$ cat src/rtl/bcrypt_pkg.sv
// Shared definitions for the bcrypt host-side block: top FSM states,
// per-core BRAM region layout and the host-visible completion value.
package bcrypt_pkg;

   // Top-level job sequencing states.
   typedef enum logic [1:0] {
      ST_IDLE = 2'd0,
      ST_RUN  = 2'd1,
      ST_DONE = 2'd2
   } state_t;

   // Byte offsets inside one core's BRAM region.
   localparam logic [31:0] P_ARRAY    = 32'h0000_0000;  // 18-word P array
   localparam logic [31:0] P_S0       = 32'h0000_0048;  // four 256-word S-boxes
   localparam logic [31:0] P_EXP_KEY  = 32'h0000_1048;  // 18-word expanded key
   localparam logic [31:0] P_SALT     = 32'h0000_1090;  // 16-byte salt
   localparam logic [31:0] COUNT_ADDR = 32'h0000_10A0;  // cost / iteration count

   // Distance between consecutive core regions; must exceed COUNT_ADDR + 4.
   localparam logic [31:0] DEF_REGION_STRIDE = 32'h0000_1100;

   // Value presented on the done register once every enabled core finished.
   localparam logic [31:0] DONE_VALUE = 32'h0000_00FF;

   // Base byte address of a core's region in the shared BRAM.
   function automatic logic [31:0] region_base(input int unsigned idx,
                                               input logic [31:0] stride);
      return stride * 32'(idx);
   endfunction

endpackage

$ cat src/rtl/bcrypt_arbiter_rr.sv
// Round-robin owner selection for the shared host BRAM port.
// A grant is registered, held for as long as the owner keeps its request
// high, and followed by a quiet gap so in-flight read data still lands at
// the previous owner before another core can drive the port.
module rr_arbiter #(
   parameter int N          = 4,
   parameter int RD_LATENCY = 2
) (
   input  logic         clk,
   input  logic         rst,
   input  logic         rel,   // drop ownership and gap at once (job abort)
   input  logic [N-1:0] req,
   output logic [N-1:0] gnt
);

   localparam int PW = (N > 1) ? $clog2(N) : 1;
   localparam int GW = (RD_LATENCY > 1) ? $clog2(RD_LATENCY) : 1;

   // The release edge itself already produces one idle cycle, so the counter
   // only has to cover the remaining RD_LATENCY-1 cycles.
   localparam logic [GW-1:0] GUARD_LOAD = (RD_LATENCY > 1) ? GW'(RD_LATENCY - 1) : '0;

   logic [PW-1:0] ptr;       // index of the most recently granted core
   logic [GW-1:0] guard;     // idle cycles still owed after a release
   logic          pick_vld;
   logic [PW-1:0] pick;
   logic [PW-1:0] cand;
   logic          owner_holds;

   assign owner_holds = |(gnt & req);

   // Search the requesters starting just after the last granted index.
   always_comb begin
      pick_vld = 1'b0;
      pick     = '0;
      cand     = '0;
      for (int k = 1; k <= N; k++) begin
         cand = PW'((int'(ptr) + k) % N);
         if (!pick_vld && req[cand]) begin
            pick_vld = 1'b1;
            pick     = cand;
         end
      end
   end

   // Grant register, round-robin pointer and post-release guard counter.
   always_ff @(posedge clk) begin
      if (rst) begin
         gnt   <= '0;
         ptr   <= PW'(N - 1);
         guard <= '0;
      end else if (rel) begin
         gnt   <= '0;
         guard <= '0;
      end else if (|gnt) begin
         if (!owner_holds) begin
            gnt   <= '0;
            guard <= GUARD_LOAD;
         end
      end else if (guard != '0) begin
         guard <= guard - 1'b1;
      end else if (pick_vld) begin
         gnt <= N'(1) << pick;
         ptr <= pick;
      end
   end

endmodule

$ cat src/rtl/bcrypt_arbiter.sv
// Host-side controller for a group of bcrypt_loop cores: sequences a job
// (idle -> run -> done), drives per-core run levels and shares one host
// BRAM port between the cores through a round-robin arbiter.
module bcrypt_arbiter
   import bcrypt_pkg::*;
#(
   parameter int          NUM_CORES     = 4,
   parameter logic [31:0] REGION_STRIDE = DEF_REGION_STRIDE,
   parameter int          RD_LATENCY    = 2
) (
   input  logic                   clk,
   input  logic                   rst,
   input  logic [31:0]            host_start,
   output logic [NUM_CORES-1:0]   core_run,
   input  logic [NUM_CORES-1:0]   core_done,
   input  logic [NUM_CORES-1:0]   core_req,
   output logic [NUM_CORES-1:0]   core_gnt,
   input  logic [NUM_CORES*32-1:0] core_addr,
   input  logic [NUM_CORES*4-1:0] core_we,
   input  logic [NUM_CORES*32-1:0] core_wrdata,
   output logic [31:0]            core_rddata,
   output logic                   BRAM_Clk_A,
   output logic                   BRAM_Rst_A,
   output logic                   BRAM_En_A,
   output logic [3:0]             BRAM_WE_A,
   output logic [31:0]            BRAM_Addr_A,
   output logic [31:0]            BRAM_WrData_A,
   input  logic [31:0]            BRAM_RdData_A,
   output logic [31:0]            done
);

   state_t                 state;
   logic [NUM_CORES-1:0]   mask;
   logic                   host_go;
   logic [NUM_CORES-1:0]   start_mask;
   logic                   all_done;
   logic [NUM_CORES-1:0]   eligible;

   assign host_go    = |host_start;
   assign start_mask = host_start[NUM_CORES-1:0];
   assign all_done   = ((core_done & mask) == mask);

   // Only cores that are currently running may compete for the port.
   assign eligible = core_req & core_run;

   // Port A is permanently enabled and clocked with the fabric clock.
   assign BRAM_Clk_A  = clk;
   assign BRAM_Rst_A  = 1'b0;
   assign BRAM_En_A   = 1'b1;
   assign core_rddata = BRAM_RdData_A;

   // Job sequencer; a zero host_start aborts from any state.
   always_ff @(posedge clk) begin
      if (rst) begin
         state    <= ST_IDLE;
         mask     <= '0;
         core_run <= '0;
         done     <= '0;
      end else if (!host_go) begin
         state    <= ST_IDLE;
         mask     <= '0;
         core_run <= '0;
         done     <= '0;
      end else begin
         case (state)
            ST_IDLE: begin
               done <= '0;
               if (start_mask == '0) begin
                  // Nothing to run: completion is reported from DONE itself.
                  mask     <= '0;
                  core_run <= '0;
                  state    <= ST_DONE;
               end else begin
                  mask     <= start_mask;
                  core_run <= start_mask;
                  state    <= ST_RUN;
               end
            end
            ST_RUN: begin
               if (all_done) begin
                  done  <= DONE_VALUE;
                  state <= ST_DONE;
               end
            end
            ST_DONE: begin
               // Cores keep their run level so they hold their done state.
               done <= DONE_VALUE;
            end
            default: begin
               state <= ST_IDLE;
               done  <= '0;
            end
         endcase
      end
   end

   rr_arbiter #(
      .N          (NUM_CORES),
      .RD_LATENCY (RD_LATENCY)
   ) u_rr (
      .clk (clk),
      .rst (rst),
      .rel (!host_go),
      .req (eligible),
      .gnt (core_gnt)
   );

   // Steer the owning core onto port A, relocated into its own region.
   always_comb begin
      BRAM_Addr_A   = '0;
      BRAM_WE_A     = '0;
      BRAM_WrData_A = '0;
      for (int i = 0; i < NUM_CORES; i++) begin
         if (core_gnt[i]) begin
            BRAM_Addr_A   = core_addr[i*32 +: 32] + region_base(i, REGION_STRIDE);
            BRAM_WE_A     = core_we[i*4 +: 4];
            BRAM_WrData_A = core_wrdata[i*32 +: 32];
         end
      end
   end

endmodule

$ cat config.mk
export PLATFORM = sky130hd
export DESIGN_NAME = bcrypt_arbiter
export DESIGN_NICKNAME = d
export VERILOG_FILES = /design/src/rtl/bcrypt_pkg.sv /design/src/rtl/bcrypt_arbiter_rr.sv /design/src/rtl/bcrypt_arbiter.sv
export SDC_FILE = /design/constraint.sdc
export NUM_CORES = 1
export LEC_CHECK = 0
export CORE_AREA = 2 2 189 191
export CTS_CLUSTER_SIZE = 20
export DETAILED_ROUTE_END_ITERATION = 7
export DIE_AREA = 0 0 191 193
export PLACE_DENSITY_LB_ADDON = 0.2
export SKIP_LAST_GASP = 1
export SYNTH_ARGS = -nofsm -noshare
export SYNTH_HDL_FRONTEND = slang
export SYNTH_SLANG_ARGS = --single-unit
export TNS_END_PERCENT = 5
$ cat constraint.sdc
create_clock -name clk -period 1.75 [get_ports clk]
set_input_delay 0.175 -clock clk [delete_from_list [all_inputs] [get_ports clk]]
set_output_delay 0.175 -clock clk [all_outputs]
set_load 0.01 [all_outputs]
==> results.json <==
{
  "synth.cell_area_mm2": 0.00438,
  "dp.cells": 1609,
  "final_hold_viol_count": 0,
  "wl_per_cell_um": 16.8,
  "yosys_warnings": 0,
  "cpPeakStageDelay_ps": 340,
  "die_width_um": 191,
  "synth_flop_cell": "dfxtp_1",
  "wirelength_um": 27600,
  "layoutNonFillerInstCount": 1645,
  "crit_slowest_cell": "a222oi_1",
  "cell_internal_pwr_w": 0.00471,
  "clock_skew_ps": 2.53,
  "gp_congestion": 0.818,
  "arrival_ps": 1870,
  "status": "finished, violations left",
  "drt_iter0_drc": 231,
  "critical_path_buf_inv_count": 5,
  "drc": 0,
  "std_cell_rows": 69,
  "violations": "setup timing",
  "core_region_area_mm2": 0.0350,
  "max-cap-violations": 0,
  "die_h_um": 193,
  "slew_viol_final": 0,
  "initial_utilization_pct": 12.5,
  "place_hpwl_um": 23200,
  "whs_ps": 350,
  "crit_required_ps": 1570,
  "vias": 6888,
  "yosysSeqAreaShare_pct": 6.39,
  "synthToLayoutAreaGrowth_pct": 137,
  "path_common_cell": "buf_4",
  "crit_path_max_fanout": 2,
  "drt_first_pass_iters": 4,
  "grt_first_pass_wirelength_um": 40100,
  "p_per_area_mw_per_mm2": 798,
  "fmax_mhz": 490,
  "final_common_cell": "clkdlybuf4s50_1",
  "clk-insertion-delay-late_ps": 360,
  "fin_crit_ps": 2040,
  "routed_via_density": 4.19,
  "finalSetupViolCount": 78,
  "track_usage_pct": 13.8,
  "async_flop_share_pct": 0,
  "synthCells": 690,
  "critPathKind": "in2out",
  "vdd_drop_max_uv": 523,
  "antenna_left": 0,
  "finalNetCount": 1536,
  "cts_hold_buffers": 0,
  "die_area_mm2": 0.0369,
  "cp_top_family": "buffers and inverters",
  "fin_crit_sh_pct": 117,
  "switching_power_w": 0.00357,
  "grt_pass1_vias": 7001,
  "antenna_found_initial": 0,
  "ys_seq_elements": 14,
  "grt_overflow": 0,
  "combPwrFrac_pct": 82.3,
  "worst_slack_ps": -292,
  "rsz0062_at_grt": "yes",
  "cts_tree": "done",
  "port_buffers": 398,
  "synth.avg_cell_area_um2": 6.35,
  "end_kind": "output port",
  "cp-start-kind": "primary input",
  "synth_cell_type_count": 55,
  "seqPwrFrac_pct": 7.1,
  "hold_class": "in2out",
  "drive_above_1_share_pct": 31.3,
  "swShare_pct": 43.1,
  "final_cell_mix": "267 x clkdlybuf4s50_1, 154 x buf_4, 71 x nand2_1",
  "synth_edf_count": 0,
  "p_leak_nw": 4.17,
  "ios": 489,
  "grt_max_degree": 38,
  "path_cells": "buf_6, and4_4, nand4_1, buf_4, nor4b_4, buf_4, xnor2_2, a222oi_1, buf_4, buf_6",
  "power_frac_clock_pct": 10.6
}
==> routing by layer <==
metal | global-route usage [%] | vias to the layer above | part of all wire [%]
met4 | 1.58 | 0 | 0.67
met1 | 17.3 | 3144 | 42
met2 | 25.1 | 259 | 51
met3 | 2.70 | 17 | 6.7
met5 | 0 | - | 0
li1 | - | 3468 | -
==> sequential cells by signal (all words and copies together), names as in the netlist <==
signal,count
mask,4
u_rr.gnt,4
state,2
u_rr.ptr,2
done,1
u_rr.guard,1
==> synth_stat cells (all sizes together), types with 3 or more instances <==
| master | count | area [µm²] |
|---|---|---|
| a211o | 3 | 26.3 |
| a211oi | 3 | 22.5 |
| a21oi | 63 | 315 |
| a221oi | 28 | 245 |
| a222oi | 4 | 40.0 |
| a22oi | 46 | 345 |
| and3 | 4 | 25.0 |
| and4 | 8 | 70.1 |
| buf | 74 | 534 |
| clkbuf | 45 | 169 |
| dfxtp | 14 | 280 |
| ha | 6 | 75.1 |
| inv | 10 | 37.5 |
| mux2i | 5 | 50.1 |
| nand2 | 73 | 274 |
| nand2b | 6 | 37.5 |
| nand3 | 16 | 80.1 |
| nand3b | 3 | 22.5 |
| nand4 | 16 | 100 |
| nor2 | 62 | 233 |
| nor2b | 5 | 31.3 |
| nor3 | 12 | 60.1 |
| nor3b | 5 | 37.5 |
| nor4 | 20 | 125 |
| nor4b | 6 | 58.8 |
| o21ai | 61 | 305 |
| o22ai | 4 | 25.0 |
| o31a | 11 | 96.3 |
| xnor2 | 22 | 193 |
| xor2 | 27 | 236 |
==> area by class of cell <==
cell class	instances	area (µm²)
Clock buffer	8	174
Tap cell	461	577
Inverter	10	37.5
Sequential cell	14	293
Timing Repair Buffer	580	5270
Multi-Input combinational cell	571	4020
Fill cell	3822	24600
Antenna cell	1	2.50
==> power groups by stage <==
stage / clock (W) / sequential [W] / combinational [W]
6_report: 0.000880 / 0.000585 / 0.00682
3_3_place_gp: 0.0000581 / 0.000584 / 0.00709
3_5_place_dp: 0.0000581 / 0.000590 / 0.00706
5_1_grt: 0.000922 / 0.000610 / 0.00745
4_1_cts: 0.000902 / 0.000590 / 0.00690
2_1_floorplan: 0.0000471 / 0.000585 / 0.00308
==> path summary, 6_finish.rpt <==
| path | end | slack (ps) | cells past startpoint | startpoint |
|---|---|---|---|---|
| setup / recovery | BRAM_Addr_A[28] | -290 | 10 | core_addr[111] |
| hold / removal | core_rddata[0] | 350 | 0 | BRAM_RdData_A[0] |
| setup reg to reg | u_rr.gnt[1] | -140 | 5 | u_rr.gnt[1] |
| hold reg to reg | u_rr.guard | 500 | 2 | u_rr.guard |
==> logic make-up after synthesis <==
logic type | count (synthesis) | share of synthesized area, %
xor+xnor | 49 | 9.79
fa+ha+maj | 6 | 1.71
flops | 14 | 6.39
compound gates | 242 | 36.2
simple gates | 243 | 27.7
buf+inv | 129 | 16.9
other cells | 2 | 0.171
mux | 5 | 1.14
==> per-stage QoR <==
stage	util (%)	power, W	setup slack (ps)	instance area [µm²]	TNS (ps)
2_1_floorplan	-	0.00372	-84.6	4540	-759
3_3_place_gp	27.9	0.00773	-1430	9760	-34130
3_5_place_dp	27.9	0.00771	-1320	9760	-34450
4_1_cts	29.7	0.00840	-292	10400	-18250
5_1_grt	29.7	0.00898	-381	10400	-23230
6_report	29.7	0.00828	-292	10400	-14710
==> timing repair <==
action                                  in CTS  in global routing
endpoints found under the hold margin        0                  0
cloned                                       1                  0
endpoints found under the setup margin      78                 78
gates resized for setup                    489                 56
setup buffers                               27                  1
pin swaps                                   62                 22
(Power assumes the default switching activity.)
